### src/rtl/conv_buf_pkg.sv
// Shared types and helpers for the convolution input-set buffer.
package conv_buf_pkg;

  typedef enum logic [1:0] {
    StIdle  = 2'd0,
    StRun   = 2'd1,
    StDrain = 2'd2,
    StDone  = 2'd3
  } rbc_state_e;

  // One slot stays free so full and empty remain distinguishable.
  function automatic int unsigned rb_cap(input int unsigned buffer_size);
    return buffer_size - 1;
  endfunction

endpackage

### src/rtl/occupancy_counter.sv
// Saturating up/down occupancy counter; simultaneous inc and dec cancel.
module occupancy_counter #(
  parameter int unsigned MAX = 3,
  parameter int unsigned LW  = 3
) (
  input  logic          clk,
  input  logic          rst,
  input  logic          i_inc,
  input  logic          i_dec,
  output logic [LW-1:0] o_level
);

  logic [LW-1:0] r_level;

  always_ff @(posedge clk or posedge rst) begin
    if (rst) begin
      r_level <= '0;
    end else if (i_inc && !i_dec && (r_level < LW'(MAX))) begin
      r_level <= r_level + 1'b1;
    end else if (i_dec && !i_inc && (r_level != '0)) begin
      r_level <= r_level - 1'b1;
    end
  end

  assign o_level = r_level;

endmodule

### src/rtl/ring_buffer_ctrl.sv
// Tile sequencer for the input-set ring buffer: owns wen/ren strobes, occupancy
// and the per-tile set count; data bypasses this block.
module ring_buffer_ctrl
  import conv_buf_pkg::*;
#(
  parameter int unsigned BUFFER_SIZE = 4,
  parameter int unsigned CNT_W       = 16
) (
  input  logic                         clk,
  input  logic                         rst,
  input  logic                         i_start,
  input  logic [CNT_W-1:0]             i_num_sets,
  output logic                         o_busy,
  output logic                         o_done,
  input  logic                         i_in_valid,
  output logic                         o_in_ready,
  output logic                         o_buf_wen,
  output logic                         o_buf_ren,
  output logic                         o_out_valid,
  input  logic                         i_out_ready,
  output logic [$clog2(BUFFER_SIZE):0] o_level
);

  localparam int unsigned LW  = $clog2(BUFFER_SIZE) + 1;
  localparam int unsigned CAP = rb_cap(BUFFER_SIZE);

  rbc_state_e       r_state;
  logic [CNT_W-1:0] r_num_sets;
  logic [CNT_W-1:0] r_wr_cnt;
  logic [CNT_W-1:0] r_rd_cnt;
  logic             r_out_valid;

  logic [LW-1:0]    w_level;
  logic             w_in_ready;
  logic             w_wen;
  logic             w_ren;
  logic             w_hs;
  logic             w_last_wr;
  logic             w_last_rd;

  assign w_in_ready = (r_state == StRun) && (w_level < LW'(CAP)) && (r_wr_cnt < r_num_sets);
  assign w_wen      = i_in_valid && w_in_ready;
  assign w_ren      = (w_level != '0) && (!r_out_valid || i_out_ready) &&
                      ((r_state == StRun) || (r_state == StDrain));
  assign w_hs       = r_out_valid && i_out_ready;
  // num_sets is non-zero whenever these are evaluated in RUN/DRAIN.
  assign w_last_wr  = w_wen && (r_wr_cnt == r_num_sets - 1'b1);
  assign w_last_rd  = w_hs && (r_rd_cnt == r_num_sets - 1'b1);

  occupancy_counter #(
    .MAX (CAP),
    .LW  (LW)
  ) u_occupancy (
    .clk     (clk),
    .rst     (rst),
    .i_inc   (w_wen),
    .i_dec   (w_ren),
    .o_level (w_level)
  );

  always_ff @(posedge clk or posedge rst) begin
    if (rst) begin
      r_state     <= StIdle;
      r_num_sets  <= '0;
      r_wr_cnt    <= '0;
      r_rd_cnt    <= '0;
      r_out_valid <= 1'b0;
    end else begin
      if (w_wen) r_wr_cnt <= r_wr_cnt + 1'b1;
      if (w_hs)  r_rd_cnt <= r_rd_cnt + 1'b1;

      if (w_ren) begin
        r_out_valid <= 1'b1;
      end else if (w_hs) begin
        r_out_valid <= 1'b0;
      end

      unique case (r_state)
        StIdle: begin
          if (i_start) begin
            if (i_num_sets != '0) begin
              r_state    <= StRun;
              r_num_sets <= i_num_sets;
              r_wr_cnt   <= '0;
              r_rd_cnt   <= '0;
            end else begin
              r_state <= StDone;
            end
          end
        end
        StRun: begin
          if (w_last_wr) r_state <= StDrain;
        end
        StDrain: begin
          if (w_last_rd) r_state <= StDone;
        end
        StDone: begin
          r_state <= StIdle;
        end
        default: r_state <= StIdle;
      endcase
    end
  end

  assign o_busy      = (r_state != StIdle);
  assign o_done      = (r_state == StDone);
  assign o_in_ready  = w_in_ready;
  assign o_buf_wen   = w_wen;
  assign o_buf_ren   = w_ren;
  assign o_out_valid = r_out_valid;
  assign o_level     = w_level;

endmodule

### config.mk
export PLATFORM = sky130hd
export DESIGN_NAME = ring_buffer_ctrl
export DESIGN_NICKNAME = d
export VERILOG_FILES = /design/src/rtl/conv_buf_pkg.sv /design/src/rtl/occupancy_counter.sv /design/src/rtl/ring_buffer_ctrl.sv
export SDC_FILE = /design/constraint.sdc
export NUM_CORES = 1
export LEC_CHECK = 0
export CAP_MARGIN = 20
export CELL_PAD_IN_SITES_DETAIL_PLACEMENT = 1
export CELL_PAD_IN_SITES_GLOBAL_PLACEMENT = 1
export CORE_UTILIZATION = 49
export DETAILED_ROUTE_END_ITERATION = 10
export PLACE_DENSITY = 0.95
export SETUP_SLACK_MARGIN = 0.5
export SLEW_MARGIN = 10
export SYNTH_ARGS = -nofsm -noshare
export SYNTH_HDL_FRONTEND = slang
export SYNTH_HIERARCHICAL = 1
export SYNTH_SLANG_ARGS = --single-unit
### constraint.sdc
create_clock -name clk -period 10.1 [get_ports clk]
set_input_delay 2.02 -clock clk [delete_from_list [all_inputs] [get_ports clk]]
set_output_delay 2.02 -clock clk [all_outputs]
set_load 0.05 [all_outputs]
==> results_dict.tcl, run 1 <==
set metrics [dict create \
    status "finished, final reports clean" \
    area_growth_pct 11.1 \
    remaining_drc_errors 0 \
    switching_share_pct 50.3 \
    holdPathStages 2 \
    slew_headroom_pct 20.9 \
    end_kind "output pin" \
    ioPinCount 30 \
    synth-seq-cells 54 \
    syn_nets 503 \
    nets 519 \
    rr_worst_depth 10 \
    placementRows 32 \
    drive_gt1_share_pct 5.49 \
    clkPwrFrac_pct 11.2 \
    period_needed_ps 6290 \
    cts_root_buf "clkbuf_8" \
    wl_mm 12.0 \
    peakVddDrop_v 0.000213 \
    power_frac_seq_pct 32.0 \
    post_drt_wl_per_cell_um 20.8 \
    worstPathArrival_ps 4270 \
    hold_path_startpoint "r_rd_cnt[15]$_DFF_PP0_" \
    synth_async_sr_flop_share_pct 100 \
    grt_max_degree 65 \
    setup_tns_ps 0 \
    cts_setup_buffers 0 \
    antenna_found_initial 0 \
    hold_path.class "flop to flop" \
    synth_top_area_share_pct 34.0 \
    postPlaceCellArea_mm2 0.00430 \
    grt_util_all_layers_pct 29.5 \
    worstMarginPinSlew_ps 1180 \
    vias 3541 \
    critPathMaxStageDelay_ps 840 \
    yosysWarnings 6 \
    cp_num_buf_inv 4 \
    synth_ff_type "dfrtp_1" \
    die_h_um 92.1 \
    power.internal_mw 0.578 \
    cp_common_cell "clkdlybuf4s50_1" \
    hold_path_end "r_rd_cnt[15]$_DFF_PP0_" \
    port_buffers 29 \
    dieArea_mm2 0.00848 \
    coreArea_mm2 0.00777 \
    ys_types 59 \
    netlist_top_cells_area "dfrtp_1 (34%), xor2_1 (7.7%), ha_1 (7.6%), xnor2_1 (7.3%), nor2_1 (4.2%)" \
    hold_violations 0 \
    critPathKind "primary input to output pin" \
    cellLeakagePower_nw 1.86 \
    r2r-start "r_num_sets[10]$_DFFE_PP0P_" \
    gp_congestion 0.856 \
    clkTransAtPathRegs_ps 100 \
    path_max_fanout 12 \
    grt_overflow 0 \
    fin_ws_ps 3810 \
    fin_crit_sh_pct 62.3 \
    vias_per_cell 6.15 \
    timing.fmax_ghz 0.159 \
    cts_buffers 5 \
    switchingPower_mw 0.585 \
    fin_area_mm2 0.00442 \
    cp_top_family "buffers and inverters" \
    cts_sinks 54 \
    cts_max_path_buffers 2 \
    netlist_top_cells_count "dfrtp_1 (54), nor2_1 (44), nand2_1 (41), xor2_1 (35), xnor2_1 (33)" \
    dpl_worst_slack_ps 3940 \
    slew_violations 0 \
    ctsHoldBuffers 0 \
    comb_power_share_pct 56.8 \
    die_w_um 92.1 \
    setup_violations 0 \
    h-tree-depth 2 \
    clk_latency_ps 310 \
    ant_nets 0 \
    first_global_vias 3924 \
    antenna_cells 0 \
    r2r_setup_slack_ps 6070 \
    p_per_area_mw_per_mm2 263 \
    maxCapViolations 0 \
    crit_path_start_kind "primary input" \
    synthCells 457 \
    netlist_area_mm2 0.00398 \
    synth.most_common_cell "dfrtp_1" \
    synth_top_cell_by_area "dfrtp_1" \
    syn_avg_cell_area_um2 8.70 \
    cts_tree "done" \
    grt_pass1_wl_mm 19.4 \
    cp.depth 6 \
    drtPass1Iterations 7 \
    slowest_stage "clkdlybuf4s50_1" \
    final_core_util_pct 56.9 \
    clock_skew_ps 5.57 \
    start_util_pct 51.2 \
    ys_seq_area_share_pct 34.0 \
    cts_resized 0 \
    drt-initial-drc-count 286 \
    r2r-end "r_wr_cnt[13]$_DFF_PP0_" \
    rsz0062_at_grt "no" \
    critPathRequiredTime_ps 8080 \
    dpl.hpwl_mm 8.66 \
    synth-edff-count 0 \
    crit_chain "clkdlybuf4s50_1 > inv_1 > a2111oi_0 > nand3_1 > inv_2 > clkdlybuf4s50_1" \
]
[placed cells by master (no fill, tap or decap), types with 3 or more instances in the layout]
cell and instances:
and3_1 5, o21ai_0 31, xor2_1 35, clkdlybuf4s50_1 29, mux2i_1 3, o211ai_1 3, nand2b_1 6, a21oi_1 11
ha_1 24, o21ai_1 3, a31oi_1 3, nor3b_2 3, a2111oi_0 3, nor4_4 3, clkbuf_8 6, dfrtp_1 54
nor4_1 7, and2_1 5, nor2_1 44, nand2_1 41, or3_1 3, xnor2_1 33, nand4_1 12, inv_1 26
nor3_1 14, nand3_1 26
[routing by layer]
layer | GRT usage [%] | vias to the layer above | part of all wire [%]
met2 | 54.7 | 141 | 52
li1 | - | 1607 | -
met4 | 12.0 | 0 | 2.7
met1 | 32.3 | 1754 | 39
met5 | 0 | - | 0
met3 | 6.47 | 39 | 6.1
[stage by stage]
step	instances	hold slack [ps]	power, mW
floorplan	457	524	0.824
global placement	567	528	0.951
detailed placement	567	574	1.00
CTS	575	628	1.14
global route	576	668	1.23
finish	576	617	1.16
[worst min-delay path, cell delays in order, from the launching register on]
cell,delay (ps)
dfrtp_1,400
xor2_1,80
nor2_1,100
[cell type report]
cell class | count | area [um^2]
clock inverters | 1 | 5.00
clock buffers | 7 | 86.3
fillers | 932 | 3350
repair buffers | 30 | 318
flip-flops and latches | 54 | 1350
well taps | 102 | 128
multi-input cells | 354 | 2420
inverters | 28 | 106
[logic make-up after synthesis]
family                   synth area share [%]
adder cells (fa/ha/maj)                  8.31
flip-flops                               34.0
AND/OR/NAND/NOR                          24.4
multiplexers                             1.04
AO/OA/AOI/OAI                            12.2
buffers and inverters                    5.10
XOR/XNOR                                 15.0
[power by group through the flow]
stage	Sequential, mW	Combinational (mW)	Clock [mW]
floorplan	0.348	0.477	0
global placement	0.365	0.585	0
detailed placement	0.373	0.630	0
CTS	0.371	0.642	0.132
global route	0.381	0.714	0.138
finish	0.372	0.660	0.131
[worst max path at each step]
stage	startpoint	endpoint	slack, ps
3_3_place_gp	i_in_valid	o_buf_wen	4050
6_report	i_in_valid	o_buf_wen	3810
3_5_place_dp	i_in_valid	o_buf_wen	3940
4_1_cts	i_in_valid	o_buf_wen	3780
2_1_floorplan	r_num_sets[10]$_DFFE_PP0P_	o_in_ready	5050
5_1_grt	i_in_valid	o_buf_wen	3690
[sequential cells by signal, summed over array words and instances, names as in the netlist]
name	count
r_num_sets	16
r_rd_cnt	16
r_wr_cnt	16
u_occupancy/o_level	3
r_state	2
o_out_valid	1
Note: power is estimated with default switching activity, not from simulation.
==> run 2: changes to the inputs <==
--- a/config.mk
+++ b/config.mk
@@ -8,9 +8,9 @@
 export CAP_MARGIN = 20
 export CELL_PAD_IN_SITES_DETAIL_PLACEMENT = 1
 export CELL_PAD_IN_SITES_GLOBAL_PLACEMENT = 1
-export CORE_UTILIZATION = 49
+export CORE_UTILIZATION = 45
 export DETAILED_ROUTE_END_ITERATION = 10
-export PLACE_DENSITY = 0.95
+export PLACE_DENSITY = 0.92
 export SETUP_SLACK_MARGIN = 0.5
 export SLEW_MARGIN = 10
 export SYNTH_ARGS = -nofsm -noshare
==> constraint.sdc (replaced) <==
create_clock -name clk -period 6.2 [get_ports clk]
set_input_delay 1.24 -clock clk [delete_from_list [all_inputs] [get_ports clk]]
set_output_delay 1.24 -clock clk [all_outputs]
set_load 0.05 [all_outputs]
==> results_dict.tcl, run 2 (synthesis results as in run 1) <==
set metrics [dict create \
    status "finished, final reports clean" \
    peakVddDrop_v 0.000324 \
    cts_tree "done" \
    vias_per_cell 5.96 \
    cts_root_buf "clkbuf_8" \
    setup_violations 0 \
    first_global_vias 3708 \
    final_common_cell "dfrtp_1" \
    reg_top3 "r_num_sets (16), r_rd_cnt (16), r_wr_cnt (16)" \
    die_h_um 96.0 \
    timing.fmax_ghz 0.202 \
    crit_path_start_kind "flop" \
    hold_path.class "flop to flop" \
    layout_common_cells "dfrtp_1 (54), nor2_1 (44), nand2_1 (41), xor2_1 (35), xnor2_1 (33)" \
    remaining_drc_errors 0 \
    gp_congestion 0.858 \
    grt-busiest-layer "met2" \
    grt_util_all_layers_pct 27.2 \
    area_growth_pct 12.1 \
    vias 3448 \
    dp_cells 571 \
    critPathRequiredTime_ps 4960 \
    use_met2_pct 47.0 \
    p_per_area_mw_per_mm2 425 \
    placementRows 33 \
    ctsHoldBuffers 0 \
    setup_tns_ps 0 \
    post_drt_wl_per_cell_um 19.9 \
    clk_latency_ps 330 \
    dieArea_mm2 0.00921 \
    cts_setup_buffers 0 \
    cts_max_path_buffers 2 \
    drtPass1Iterations 4 \
    maxCapViolations 0 \
    use_met1_pct 32.6 \
    fillers 978 \
    port_buffers 29 \
    path_max_fanout 12 \
    slew_headroom_pct 40.2 \
    clkTransAtPathRegs_ps 110 \
    cts_buffers 5 \
    fin_crit_sh_pct 79.8 \
    grt_overflow 0 \
    cts_resized 0 \
    worstMarginPinSlew_ps 889 \
    rsz0062_at_grt "no" \
    drt-initial-drc-count 172 \
    drive_gt1_share_pct 5.70 \
    grt_max_degree 65 \
    grtUsageMet3_pct 5.29 \
    worstPathArrival_ps 3710 \
    antenna_found_initial 0 \
    period_needed_ps 4950 \
    dpl.hpwl_mm 8.69 \
    slew_violations 0 \
    timing.hold.ws_ps 582 \
    start_util_pct 47.4 \
    cts_sinks 54 \
    nets 520 \
    ant_nets 0 \
    ioPinCount 30 \
    clock_skew_ps 15.2 \
    antenna_cells 0 \
    h-tree-depth 2 \
    die_w_um 96.0 \
    finalNonFillerCells 579 \
    hold_violations 0 \
    coreArea_mm2 0.00838 \
    critPathKind "flop to output pin" \
    grt_pass1_wl_mm 18.6 \
    wl_mm 11.5 \
    end_kind "output pin" \
    cellLeakagePower_nw 1.87 \
]
run 2: cell types whose count changed in the layout (fill, tap and decap cells not counted):
cell | previous run | this run
buf_12 | 0 | 1
clkinv_4 | 0 | 1
clkinv_2 | 2 | 0
clkbuf_8 | 6 | 5
clkbuf_1 | 1 | 0
inv_2 | 1 | 2
bufinv_16 | 0 | 1
run 2: layout make-up:
type | instances | area [um^2] | share of cell area (%)
Clock buffer | 5 | 68.8 | 1.54
Clock inverter | 2 | 38.8 | 0.871
Inverter | 28 | 105 | 2.36
Multi-Input combinational cell | 354 | 2420 | 54.4
Sequential cell | 54 | 1350 | 30.3
Tap cell | 105 | 131 | 2.95
Timing Repair Buffer | 31 | 338 | 7.58
run 2: routing by layer:
layer | vias to the layer above | part of all wire [%]
li1 | 1619 | -
met2 | 101 | 50
met3 | 36 | 5.1
met4 | 0 | 3.5
met1 | 1692 | 42
met5 | - | 0
run 2: report_power, final:
part / total [mW] / switching (mW) / internal (mW)
clock: 0.247 / 0.128 / 0.119
combinational: 1.05 / 0.633 / 0.413
sequential: 0.602 / 0.166 / 0.436
run 2: per-stage QoR:
| stage | total power, mW | util [%] | worst slack [ps] | cell area (um^2) |
|---|---|---|---|---|
| final | 1.89 | 53.2 | 1250 | 4460 |
| after global routing | 2.02 | 53.2 | 1080 | 4460 |
| after CTS | 1.88 | 52.8 | 1270 | 4430 |
| after detailed placement | 1.63 | 51.5 | 1560 | 4320 |
| after global placement | 1.55 | 51.3 | 1690 | 4300 |
| after floorplan | 1.34 | - | 1930 | 3980 |
run 2: path summary, 6_finish.rpt:
kind	start	to	slack [ps]	cells past startpoint
max	r_num_sets[10]$_DFFE_PP0P_	o_buf_wen	1250	8
min reg2reg	o_out_valid$_DFFE_PP0P_	o_out_valid$_DFFE_PP0P_	580	2
min in group asynchronous	rst	u_occupancy/o_level[2]$_DFFE_PP0P_	1120	2
max in group asynchronous	rst	r_rd_cnt[7]$_DFF_PP0_	4400	3
min	o_out_valid$_DFFE_PP0P_	o_out_valid$_DFFE_PP0P_	580	2
max reg2reg	r_num_sets[10]$_DFFE_PP0P_	u_occupancy/o_level[2]$_DFFE_PP0P_	2300	13
run 2: worst max-delay path, stage by stage (launching register included):
cell and delay, ps:
dfrtp_1 510, inv_1 150, ha_1 340, and3_1 180, a221o_1 400, a2111oi_0 470
nand3_1 250, inv_2 240, clkdlybuf4s50_1 840
